**src/rtl/jk_cmd_pkg.sv**
```systemverilog
// jk_cmd_pkg: shared op/state encodings for the JK latch command driver
package jk_cmd_pkg;
  localparam int OP_W = 3;
  typedef enum logic [OP_W-1:0] {
    OP_NOP    = 3'd0,
    OP_SET    = 3'd1,
    OP_CLR    = 3'd2,
    OP_TOGGLE = 3'd3,
    OP_LOAD   = 3'd4
  } op_e;
  typedef enum logic [1:0] {
    IDLE,
    DRIVE,
    SETTLE,
    CHECK
  } state_e;
  function automatic logic op_illegal(input logic [OP_W-1:0] op);
    return op > OP_LOAD;
  endfunction
endpackage

```
**src/rtl/jk_cmd_decode.sv**
```systemverilog
// jk_cmd_decode: maps op/mask/data/shadow to latch J/K and the post-command shadow
module jk_cmd_decode
  import jk_cmd_pkg::*;
#(
  parameter int SIZE = 8
) (
  input  logic [OP_W-1:0] op,
  input  logic [SIZE-1:0] mask,
  input  logic [SIZE-1:0] data,
  input  logic [SIZE-1:0] shadow,
  output logic [SIZE-1:0] j,
  output logic [SIZE-1:0] k,
  output logic [SIZE-1:0] nxt
);
  // TOGGLE splits by current value so a bit never sees J=K=1 on a level latch
  always_comb begin
    j = op == OP_SET    ? mask :
        op == OP_TOGGLE ? mask & ~shadow :
        op == OP_LOAD   ? mask & data : '0;
    k = op == OP_CLR    ? mask :
        op == OP_TOGGLE ? mask & shadow :
        op == OP_LOAD   ? mask & ~data : '0;
    nxt = (shadow & ~(j | k)) | j;
  end
endmodule

```
**src/rtl/jk_cmd_driver.sv**
```systemverilog
// jk_cmd_driver: turns SET/CLR/TOGGLE/LOAD commands into one-cycle JK latch windows and checks readback
module jk_cmd_driver
  import jk_cmd_pkg::*;
#(
  parameter int SIZE = 8
) (
  input  logic            clk,
  input  logic            reset,
  input  logic            cmd_valid,
  output logic            cmd_ready,
  input  logic [OP_W-1:0] cmd_op,
  input  logic [SIZE-1:0] cmd_mask,
  input  logic [SIZE-1:0] cmd_data,
  output logic [SIZE-1:0] J,
  output logic [SIZE-1:0] K,
  output logic            latch_en,
  input  logic [SIZE-1:0] q_in,
  output logic [SIZE-1:0] shadow,
  output logic            done,
  output logic            mismatch,
  output logic            illegal,
  input  logic            clr_err
);
  state_e          state, state_n;
  logic [OP_W-1:0] op_r;
  logic [SIZE-1:0] mask_r, data_r, dec_j, dec_k, dec_nxt;
  logic            accept;
  jk_cmd_decode #(.SIZE(SIZE)) u_decode (
    .op(op_r),
    .mask(mask_r),
    .data(data_r),
    .shadow(shadow),
    .j(dec_j),
    .k(dec_k),
    .nxt(dec_nxt)
  );
  assign accept = cmd_valid && state == IDLE;
  always_comb begin
    state_n = state;
    state_n = state == IDLE   ? (cmd_valid ? DRIVE : IDLE) :
              state == DRIVE  ? SETTLE :
              state == SETTLE ? CHECK : IDLE;
  end
  // Shadow is stable from accept to end of DRIVE, so decoding from registers is glitch-free
  always_comb begin
    cmd_ready = state == IDLE;
    latch_en  = state == DRIVE;
    J         = state == DRIVE ? dec_j : '0;
    K         = state == DRIVE ? dec_k : '0;
    done      = state == CHECK;
    illegal   = state == CHECK && op_illegal(op_r);
  end
  always_ff @(posedge clk) begin
    if (reset) begin
      state    <= IDLE;
      shadow   <= '0;
      mismatch <= 1'b0;
    end else begin
      state <= state_n;
      if (state == DRIVE) shadow <= dec_nxt;
      if (state == CHECK && q_in != shadow) mismatch <= 1'b1;
      else if (clr_err) mismatch <= 1'b0;
    end
  end
  always_ff @(posedge clk) begin
    if (accept) begin
      op_r   <= cmd_op;
      mask_r <= cmd_mask;
      data_r <= cmd_data;
    end
  end
endmodule

```
**config.mk**
```make
export PLATFORM = sky130hd
export DESIGN_NAME = jk_cmd_driver
export DESIGN_NICKNAME = d
export VERILOG_FILES = /design/src/rtl/jk_cmd_pkg.sv /design/src/rtl/jk_cmd_decode.sv /design/src/rtl/jk_cmd_driver.sv
export SDC_FILE = /design/constraint.sdc
export NUM_CORES = 1
export LEC_CHECK = 0
export CAP_MARGIN = 20
export CORE_ASPECT_RATIO = 0.7
export CORE_MARGIN = 5
export CORE_UTILIZATION = 43
export CTS_CLUSTER_DIAMETER = 60
export CTS_CLUSTER_SIZE = 40
export DETAILED_ROUTE_END_ITERATION = 8
export HOLD_SLACK_MARGIN = 0.05
export PLACE_DENSITY = 0.85
export SYNTH_ARGS = -nofsm -noshare
export SYNTH_HDL_FRONTEND = slang
export SYNTH_SLANG_ARGS = --single-unit
export TNS_END_PERCENT = 1
```
**constraint.sdc**
```tcl
create_clock -name clk -period 1.81 [get_ports clk]
set_clock_uncertainty 0.15 [all_clocks]
set_input_delay 0.362 -clock clk [delete_from_list [all_inputs] [get_ports clk]]
set_output_delay 0.362 -clock clk [all_outputs]
set_load 0.02 [all_outputs]
```
---- Yosys cells after proc, flatten, opt, wreduce, memory -nomap -nowiden ----
Cells that the tools add are included.
word-level totals
  logic and storage cells ................. 44
  input bits .............................. 31
  register bits after elaboration ......... 30
  output and inout port bits .............. 29
cells by class
  bitwise gates (word level) .............. 10
  mux-type cells .......................... 14
  reductions and logical operators ........ 5
  eq/ne operators ......................... 8
  order comparisons ....................... 1
operators by type and width
  operator                                        number
  two-way mux 8 bit                               8
  AND 8 bit                                       5
  inverter 8 bit                                  3
  OR 8 bit                                        2
  != test 8 bit                                   1
  == test 3 x 2 -> 1 bit (second input constant)  2
  two-way mux 2 bit                               3
  == test 2 bit (second input constant)           2
  == test 3 x 1 -> 1 bit (second input constant)  1
  == test 3 bit (second input constant)           1
  > comparator 3 bit (second input constant)      1
  logical AND 1 bit                               3
  two-way mux 1 bit                               3
  == test 2 x 1 -> 1 bit (second input constant)  1
  zero test 2 bit                                 1
  nonzero test 2 bit                              1

---- Depth between registers and ports, before layout ----
  depth after elaboration ................. 9
  depth in mapped cells ................... 6

---- Cells and area by module ----
Synthesis repeated with hierarchy kept, for this count alone.
unflattened totals
  cell total of the unflattened synthesis .. 204
  area total of the unflattened synthesis .. 1925.6 um^2
by module, submodules not included
  module         seq. area each (um^2)  area an instance (um^2)  times used  cells an instance
  jk_cmd_driver  790.8                  1214.9                   1           92
  jk_cmd_decode  0.0                    710.7                    1           112

---- Worst setup path before layout ----
Ideal clock, no wire load.
  path type ............................... flip-flop to output port
  start point ............................. register op_r[0]
  end point ............................... output port K[0]
  cell stages (with the launch flop) ...... 5
  required time ........................... 1.298 ns
  path slack .............................. 0.002 ns
  path buffers ............................ 1
  data arrival time ....................... 1.296 ns
  cells stage by stage .................... edfxtp_1 -> or3b_1 -> buf_6 -> o22a_1 -> nor2_2
between the ends
  longest elaborated chain between the ends .. 5
  elaborated cells on any way between the ends .. 7
  classes of those cells .................. eq/ne: 3; mux: 4
ends and longest elaborated chain
  element                 line                 source
  start, declared         jk_cmd_driver.sv:25  logic [OP_W-1:0] op_r;
  start signal, assigned  jk_cmd_driver.sv:67  op_r <= cmd_op;
  == test 3 bit           jk_cmd_decode.sv:22  op == OP_LOAD ? mask & ~data : '0;
  two-way mux 8 bit       jk_cmd_decode.sv:22
  two-way mux 8 bit       jk_cmd_decode.sv:21  op == OP_TOGGLE ? mask & shadow :
  two-way mux 8 bit *     jk_cmd_decode.sv:20  k = op == OP_CLR ? mask :
  two-way mux 8 bit *     jk_cmd_driver.sv:49  K = state == DRIVE ? dec_k : '0;
  end, declared           jk_cmd_driver.sv:15  output logic [SIZE-1:0] K,
Every way passes the cells marked *; elsewhere a longest branch is shown, timed or not.

---- Worst setup path in the final report ----
  start point ............................. register op_r[1]
  end point ............................... output port K[5]
Same word-level chain as after synthesis.

==> flow_summary.json <==
{
  "status": "finished with violations",
  "violations": "setup timing",
  "insertedDiodeCount": 0,
  "power_mw": 1.70,
  "drv_slew": 0,
  "setup_viol": 16,
  "holdPathStages": 2,
  "clock-sinks": 30,
  "cts_buffer_depth": 2,
  "placedInstanceArea_sq_um": 2340,
  "syn2layout_area_growth_pct": 65.0,
  "post_synth.cell_area_avg_sq_um": 10.8,
  "pwr-share-clk": 0.325,
  "holdWs_ns": 0.329,
  "dp_slack_ns": -0.602,
  "r2r_setup_slack_ns": 0.03,
  "dpl.cell_count": 266,
  "seq_area_frac_synth": 0.515,
  "p_sw_frac": 0.252,
  "ctsHoldBuffers": 0,
  "switchingPower_mw": 0.430,
  "via_per_inst": 5.18,
  "cts_tree": "done",
  "ys_ff_latch": 30,
  "peakVddDrop_mv": 0.404,
  "fin_setup_tns_ns": -5.25,
  "max_slew_margin": 0.805,
  "globalRouteOverflowTotal": 0,
  "grt_pass1_wl_um": 7110,
  "seqPwrFrac": 0.462,
  "ctsHtreeMaxLevel": 2,
  "dr_total_vias": 1461,
  "stdcell_count": 282,
  "clk_latency_ns": 0.28,
  "clock-root-buffer": "clkbuf_8",
  "critPathMaxStageDelay_ns": 0.48,
  "powerDensity_nw_per_um2": 673,
  "final_nets": 266,
  "p_comb_frac": 0.213,
  "timing.rr.start": "op_r[0]",
  "yosysMostFrequentCell": "edfxtp_1",
  "die_y_um": 60.0,
  "grt_setup_unrepaired": "yes",
  "numCtsBuffers": 5,
  "drtPass1Iterations": 4,
  "drcViolationCount": 0,
  "core_sq_um": 3490,
  "critPathSlowestCell": "or3b_4",
  "r2r-end": "shadow[2]",
  "dp.final_hpwl_um": 3230,
  "r2r_cells": 8,
  "drtIter0Drc": 48,
  "antenna_found_initial": 0,
  "syn-cell-area_sq_um": 1540,
  "port_buffers": 59,
  "grt_max_degree": 21,
  "min_path_type": "register to register",
  "drt-wirelength-per-cell_um": 16.1,
  "async_reset_ff_frac": 0,
  "p_leak_nw": 1.02,
  "min_period_ns": 2.16,
  "ant_nets": 0,
  "cp-start-kind": "register",
  "critPathTopFamily": "simple AND/OR/NAND/NOR gates",
  "fin_crit_sh": 1.20,
  "synthTopCellsByArea": "edfxtp_1, dfxtp_1, o22a_1, o32ai_1, xnor2_1",
  "rows": 18,
  "first_global_vias": 1488,
  "dieArea_sq_um": 4880,
  "critPathMaxFanout": 8,
  "gp_congestion": 0.821,
  "synth_fp_nets": 177,
  "yosysWarnings": 0,
  "synth.distinct_cells": 24,
  "arrival_ns": 1.65,
  "worst_slack_ns": -0.354,
  "grt_usage": 0.199,
  "synth_ff_type": "edfxtp_1",
  "whs_endpoint": "mismatch",
  "design_area_sq_um": 2530,
  "path_clk_slew_ns": 0.06,
  "worstSetupPathType": "register to output port",
  "drive_gt1_frac": 0.362,
  "hp-start": "mismatch",
  "cap_viol_max_count": 0,
  "synth_common_cells": "edfxtp_1, o22a_1, dfxtp_1, nand2b_1, a21oi_1",
  "final_util": 0.726,
  "die_w_um": 81.4,
  "p_int_mw": 1.27,
  "syn-instance-count": 142,
  "clock.fmax_ghz": 0.462,
  "ios": 60,
  "synth-edff-count": 19,
  "critPathRequiredTime_ns": 1.30,
  "yosysTopAreaCellShare": 0.372,
  "end_kind": "output port",
  "hold_viol": 0,
  "routed_wl_um": 4540,
  "timing.critical_path.buf_inv": 1,
  "start_util": 0.440,
  "path_cells": "or3b_4, o22a_1, nor2_2, buf_6",
  "yosysTopAreaCell": "edfxtp_1",
  "max_slew.worst_pin.slew_ns": 0.290
}
sequential cells by signal, indices dropped and copies added (netlist names):
signal    count
data_r        8
mask_r        8
shadow        8
op_r          3
state         2
mismatch      1
worst max-delay path by stage:
stage | start | endpoint | slack [ns] | depth (start not counted)
after detailed placement | op_r[1] | K[7] | -0.60 | 4
after global placement | op_r[1] | K[4] | -0.57 | 4
final | op_r[1] | K[5] | -0.35 | 4
after global routing | op_r[1] | K[5] | -0.45 | 4
after floorplan | op_r[0] | K[0] | 0.002 | 4
after CTS | op_r[0] | J[1] | -0.37 | 7
power by group through the flow:
stage | clock network [mW] | logic, mW | registers [mW]
2_1_floorplan | 0 | 0.148 | 0.807
5_1_grt | 0.603 | 0.387 | 0.791
3_3_place_gp | 0 | 0.312 | 0.797
3_5_place_dp | 0 | 0.320 | 0.799
6_report | 0.554 | 0.363 | 0.787
4_1_cts | 0.569 | 0.336 | 0.786
routing by layer:
layer  vias up  track usage  routed length, um
li1        695            -                  -
met1       700        0.241               1940
met2        57        0.327               2170
met3         9       0.0723                349
met4         0       0.0675                 83
met5         -            0                  0
worst reg2reg max path, delay by kind of cell (launching register included):
| family | cells | cell delay (ns) |
|---|---|---|
| flip-flops | 1 | 0.40 |
| AO/OA/AOI/OAI | 3 | 0.45 |
| AND/OR/NAND/NOR | 1 | 0.14 |
| buffers and inverters | 4 | 0.55 |
cells in the final DEF (no fill, tap or decap), drive strengths merged, types with 9 or more instances in the layout:
cell,instances
a21oi,10
o22a,16
edfxtp,19
nor2,17
clkdlybuf4s50,31
nand2b,11
nor2b,9
buf,52
dfxtp,11
timing repair:
action | in CTS | in global routing
setup endpoints to repair | 28 | 18
setup buffers | 4 | 5
pin swaps | 10 | 5
resized for setup | 120 | 15
layout make-up:
type,count,area [sq um]
inverter,3,11.3
timing repair buffer,92,827
clock buffer,7,86.3
multi-input combinational,99,751
sequential,30,791
fill,256,957
tap,50,62.6
clock inverter,1,5.00
cell families after synthesis:
family | share of synthesized area
AOI/OAI and AO/OA | 0.179
DFF | 0.515
buffers and inverters | 0.0407
xor gates and xnor gates | 0.0456
adders and majority gates | 0.0326
and+or+nand+nor | 0.187
(Power assumes the default switching activity.)
